===== src/rtl/mem_loader.sv =====
// Program loader: holds the CPU in reset and streams host bytes into program memory over the shared bus.
// Optional checksum trailer byte is enabled with `define MEM_LOADER_CKSUM_EN.
module mem_loader #(
  parameter int ADDR_W = 4,
  parameter int DATA_W = 8
) (
  input  logic              clk,
  input  logic              rst,
  input  logic              start,
  input  logic [ADDR_W:0]   len,
  input  logic              in_valid,
  input  logic [DATA_W-1:0] in_data,
  output logic              in_ready,
  output logic              bus_drive,
  output logic [DATA_W-1:0] bus_out,
  output logic              mar_load,
  output logic              mem_st,
  output logic              cpu_hold,
  output logic              busy,
  output logic              done,
  output logic              err
);

  localparam int CNT_W = ADDR_W + 1;
  localparam logic [CNT_W-1:0] FULL_CNT = {1'b1, {ADDR_W{1'b0}}};

  typedef enum logic [2:0] {
    S_IDLE  = 3'd0,
    S_HOLD  = 3'd1,
    S_WAIT  = 3'd2,
    S_ADDR  = 3'd3,
    S_DATA  = 3'd4,
    S_DONE  = 3'd5,
    S_CKSUM = 3'd6
  } state_t;

  state_t              state_q, state_d;
  logic [ADDR_W-1:0]   addr_q, addr_d;
  logic [CNT_W-1:0]    cnt_q, cnt_d;
  logic [DATA_W-1:0]   byte_q, byte_d;

  // A zero length and anything beyond the memory depth both mean "fill the whole memory".
  function automatic logic [CNT_W-1:0] clamp_len(input logic [CNT_W-1:0] l);
    if ((l == '0) || (l > FULL_CNT)) begin
      return FULL_CNT;
    end
    return l;
  endfunction

  logic start_acc;
  logic byte_acc;
  logic last_byte;

  assign start_acc = (state_q == S_IDLE) && start;
  assign byte_acc  = (state_q == S_WAIT) && in_valid;
  assign last_byte = (cnt_q == CNT_W'(1));

  always_ff @(posedge clk) begin
    if (rst) begin
      state_q <= S_IDLE;
      addr_q  <= '0;
      cnt_q   <= '0;
    end else begin
      state_q <= state_d;
      addr_q  <= addr_d;
      cnt_q   <= cnt_d;
    end
  end

  always_ff @(posedge clk) begin
    byte_q <= byte_d;
  end

  always_comb begin
    state_d = state_q;
    case (state_q)
      S_IDLE:  if (start) state_d = S_HOLD;
      S_HOLD:  state_d = S_WAIT;
      S_WAIT:  if (in_valid) state_d = S_ADDR;
      S_ADDR:  state_d = S_DATA;
      S_DATA: begin
        if (last_byte) begin
`ifdef MEM_LOADER_CKSUM_EN
          state_d = S_CKSUM;
`else
          state_d = S_DONE;
`endif
        end else begin
          state_d = S_WAIT;
        end
      end
      S_CKSUM: if (in_valid) state_d = S_DONE;
      S_DONE:  state_d = S_IDLE;
      default: state_d = S_IDLE;
    endcase
  end

  always_comb begin
    addr_d = addr_q;
    cnt_d  = cnt_q;
    byte_d = byte_q;
    if (start_acc) begin
      addr_d = '0;
      cnt_d  = clamp_len(len);
    end
    if (byte_acc) begin
      byte_d = in_data;
    end
    if (state_q == S_DATA) begin
      addr_d = addr_q + ADDR_W'(1);
      cnt_d  = cnt_q - CNT_W'(1);
    end
  end

`ifdef MEM_LOADER_CKSUM_EN
  logic [7:0] sum_q, sum_d;
  logic       err_q, err_d;

  // Running mod-256 sum of stored bytes, compared against the trailer byte.
  always_comb begin
    sum_d = sum_q;
    err_d = err_q;
    if (start_acc) begin
      sum_d = '0;
      err_d = 1'b0;
    end
    if (state_q == S_DATA) begin
      sum_d = sum_q + byte_q[7:0];
    end
    if ((state_q == S_CKSUM) && in_valid && (in_data[7:0] != sum_q)) begin
      err_d = 1'b1;
    end
  end

  always_ff @(posedge clk) begin
    if (rst) begin
      sum_q <= '0;
      err_q <= 1'b0;
    end else begin
      sum_q <= sum_d;
      err_q <= err_d;
    end
  end

  assign err = err_q;
`else
  assign err = 1'b0;
`endif

  // Outputs decode purely from state so in_ready never depends on in_valid.
  always_comb begin
    in_ready  = 1'b0;
    bus_drive = 1'b0;
    bus_out   = '0;
    mar_load  = 1'b0;
    mem_st    = 1'b0;
    cpu_hold  = 1'b1;
    busy      = 1'b1;
    done      = 1'b0;
    case (state_q)
      S_IDLE: begin
        cpu_hold = 1'b0;
        busy     = 1'b0;
      end
      S_WAIT, S_CKSUM: in_ready = 1'b1;
      S_ADDR: begin
        bus_drive              = 1'b1;
        bus_out[ADDR_W-1:0]    = addr_q;
        mar_load               = 1'b1;
      end
      S_DATA: begin
        bus_drive = 1'b1;
        bus_out   = byte_q;
        mem_st    = 1'b1;
      end
      S_DONE: done = 1'b1;
      default: ;
    endcase
  end

endmodule

===== config.mk =====
export PLATFORM = sky130hd
export DESIGN_NAME = mem_loader
export DESIGN_NICKNAME = d
export VERILOG_FILES = /design/src/rtl/mem_loader.sv
export SDC_FILE = /design/constraint.sdc
export NUM_CORES = 1
export LEC_CHECK = 0
export CORE_UTILIZATION = 50
export DETAILED_ROUTE_END_ITERATION = 16
export GPL_TIMING_DRIVEN = 0
export PLACE_DENSITY = 0.9
export SYNTH_ARGS = -nofsm -noshare
export SYNTH_HDL_FRONTEND = slang
export SYNTH_SLANG_ARGS = --single-unit

===== constraint.sdc =====
create_clock -name clk -period 3.1 [get_ports clk]
set_input_delay 0.62 -clock clk [delete_from_list [all_inputs] [get_ports clk]]
set_output_delay 0.62 -clock clk [all_outputs]
set_load 0.03 [all_outputs]

==> results of run 1 <==
==> registers in the layout, summed over array words and instances (netlist names) <==
name and flops:
byte_q 8, cnt_q 5, addr_q 4, state_q 3
==> metal layers <==
metal,track usage [%],routed length [µm],vias to the layer above
met5,0,0,-
met4,6.67,34,0
met3,3.70,137,7
met2,42.1,1350,35
met1,31.9,1180,502
li1,-,-,507
==> Yosys cell counts (2+ instances only) <==
library cell	number
a2111oi_0	2
a211oi_1	3
a21oi_1	7
a22o_1	4
a31oi_1	2
and2_1	4
and3b_1	2
buf_2	3
buf_4	2
clkbuf_1	4
dfxtp_1	12
edfxtp_1	8
ha_1	4
inv_1	5
nand2_1	5
nand2b_1	2
nor2_1	5
nor2b_1	4
nor3_1	2
nor3b_1	3
nor4b_1	3
o21ai_0	3
o31ai_1	2
or2_2	2
or3_1	3
==> critical path, delay by kind of cell, from the launching register on <==
| family | cells | cell delay, ns |
|---|---|---|
| AO/OA/AOI/OAI | 1 | 0.16 |
| buffers and inverters | 4 | 1.14 |
| AND/OR/NAND/NOR | 1 | 0.44 |
| flip-flops | 1 | 0.32 |
==> timing repair <==
item	CTS	global route
setup endpoints to repair	0	2
hold buffers	0	0
gates resized for setup	0	2
==> final timing paths <==
kind,start,to,slack (ns)
max,state_q[0],bus_out[2],0.10
min,addr_q[3],addr_q[3],0.50
min reg2reg,addr_q[3],addr_q[3],0.50
max reg2reg,state_q[2],byte_q[1],0.94
==> logic make-up (layout without fill, tap and decap cells) <==
group,Yosys count,in the layout,share of synthesized area (%)
and+or+nand+nor,43,43,24.4
muxes,1,1,0.992
xor gates and xnor gates,1,1,0.772
buffers and inverters,17,52,7.39
AOI/OAI and AO/OA,31,31,19.4
DFF,20,20,42.3
other,1,1,0.330
adders and majority gates,4,4,4.41
==> power by group through the flow <==
stage | sequential (W) | clock, W | combinational (W)
floorplan | 0.000300 | 0 | 0.000101
global placement | 0.000302 | 0 | 0.000153
detailed placement | 0.000303 | 0 | 0.000159
CTS | 0.000297 | 0.000155 | 0.000161
global route | 0.000298 | 0.000169 | 0.000176
finish | 0.000297 | 0.000153 | 0.000161
==> layout make-up <==
class	count	area (µm²)	area share, %
Multi-Input combinational cell	81	571	37.5
Sequential cell	20	480	31.6
Timing Repair Buffer	31	315	20.7
Buffer	11	61.3	4.03
Clock buffer	4	36.3	2.39
Tap cell	27	33.8	2.22
Inverter	6	22.5	1.48
==> per-stage QoR <==
stage | util, % | worst slack [ns] | std cells
after floorplan | - | 0.962 | 118
after global placement | 72.4 | 0.489 | 176
after detailed placement | 72.4 | 0.459 | 176
after CTS | 74.2 | 0.0993 | 180
after global routing | 74.4 | 0.00995 | 180
final | 74.4 | 0.101 | 180
==> flow_summary.yaml, run 1 <==
placed_design:
  hpwlAfterDp_mm: 2.03
  routabilityCongestion: 0.871
  port_buffers: 31
  post_dp_cell_area_mm2: 0.00148
setup_path:
  slowest_stage: "clkdlybuf4s50_1"
  worstPathCellList: "clkbuf_2 > or3b_4 > inv_2 > buf_2 > a22o_1 > clkdlybuf4s50_1"
  r2r_cells: 3
  max_stage_delay_ns: 0.66
  arrival_ns: 2.38
  path_class: "reg -> out"
  start_kind: "register"
  path_max_fanout: 10
  worstPathRequired_ns: 2.48
  cp-end-kind: "output pin"
sta:
  worst_pin_slew_ns: 1.25
  finalClockSkew_ns: 0.00790
  max_freq_mhz: 333
  setup_viol: 0
  rsz0062_at_grt: "false"
  holdWs_ns: 0.495
  timing.final.crit_share_pct: 96.8
  slew_headroom_pct: 16.6
  timing.final.crit_period_ns: 3.00
  slew_violations: 0
  hold_viol_final: 0
  setup_tns_ns: 0
finish:
  mostFrequentLayoutCell: "clkdlybuf4s50_1"
  fillers: 156
  layout_common_cells: "29 x clkdlybuf4s50_1, 12 x dfxtp_1, 8 x edfxtp_1"
  drive_above_1_share_pct: 11.1
  stdcell_area_mm2: 0.00152
  antennaDiodeCount: 0
  fin_nets: 175
  area_growth_syn_to_layout_pct: 34.0
route:
  vias: 1051
  vias_per_cell: 5.84
  finalWirelength_mm: 2.70
  ant_nets: 0
  drc: 0
  drt_pass1_iterations: 4
  first_iter_violations: 29
  wl_per_cell_um: 15.0
cts:
  cts.sinks: 20
  cts_buffers: 3
  cts_buffer_depth: 2
  cts_tree: "built"
  post_cts_buffers: 0
  clock_latency_ns: 0.31
  htreeDepth: 1
  clock_tree.root_cell: "clkbuf_4"
  clk_pin_slew_ns: 0.12
synth:
  ys_warn_count: 0
  yosysSeqAreaShare_pct: 42.3
  synth_cells: 118
  yosys.area.top_type_share_pct: 21.2
  syn_area_per_cell_um2: 9.62
  synth.area.top_cells: "dfxtp_1 21%, edfxtp_1 21%, ha_1 4.4%"
  synth-main-ff-cell: "dfxtp_1"
  yosys.area.top_type: "dfxtp_1"
  synth.distinct_cells: 47
  netlist_area_mm2: 0.00113
  ys_ff_latch: 20
  synth-async-reset-ratio_pct: 0
  synth_fp_nets: 139
  synth_edf_count: 8
power:
  switchingPower_w: 0.000176
  p_seq_share_pct: 48.6
  p_leak_nw: 0.624
  comb_power_share_pct: 26.3
  powerDensity_mw_per_mm2: 402
  power_frac_clock_pct: 25.1
  sw_frac_of_total_pct: 28.8
  vdd_drop_max_mv: 0.286
  finalPower_w: 0.000611
  p_int_w: 0.000435
floorplan:
  start_util_pct: 55.6
  die_w_um: 49.6
  rows: 16
  top_level_ports: 33
  core_area_mm2: 0.00204
  die_height_um: 49.6
  dieArea_mm2: 0.00246
global_route:
  grt_use_total_pct: 24.6
  grt_pass1_vias: 999
  gr-total-overflow: 0
  grt_pass1_wl_mm: 4.61
  antenna_found_initial: 0
  grt_max_degree: 12
min_path:
  hp-class: "reg -> reg"
  whs_path_depth: 1
job:
  drv_cap: 0
run_status:
  outcome: "complete, no violations"
Power figures use the tool's default switching activity.
==> run 2, diff against run 1 <==
--- a/config.mk
+++ b/config.mk
@@ -12,3 +12,4 @@
 export SYNTH_ARGS = -nofsm -noshare
 export SYNTH_HDL_FRONTEND = slang
 export SYNTH_SLANG_ARGS = --single-unit
+export TNS_END_PERCENT = 30
==> results of run 2 <==
Same layout as run 1: the final DEF is identical, and so are final timing and power.
==> run 3, diff against run 2 <==
--- a/config.mk
+++ b/config.mk
@@ -7,6 +7,7 @@
 export LEC_CHECK = 0
 export CORE_UTILIZATION = 50
 export DETAILED_ROUTE_END_ITERATION = 16
+export GPL_ROUTABILITY_DRIVEN = 0
 export GPL_TIMING_DRIVEN = 0
 export PLACE_DENSITY = 0.9
 export SYNTH_ARGS = -nofsm -noshare
==> results of run 3 <==
Same layout as run 1: the final DEF is identical, and so are final timing and power.
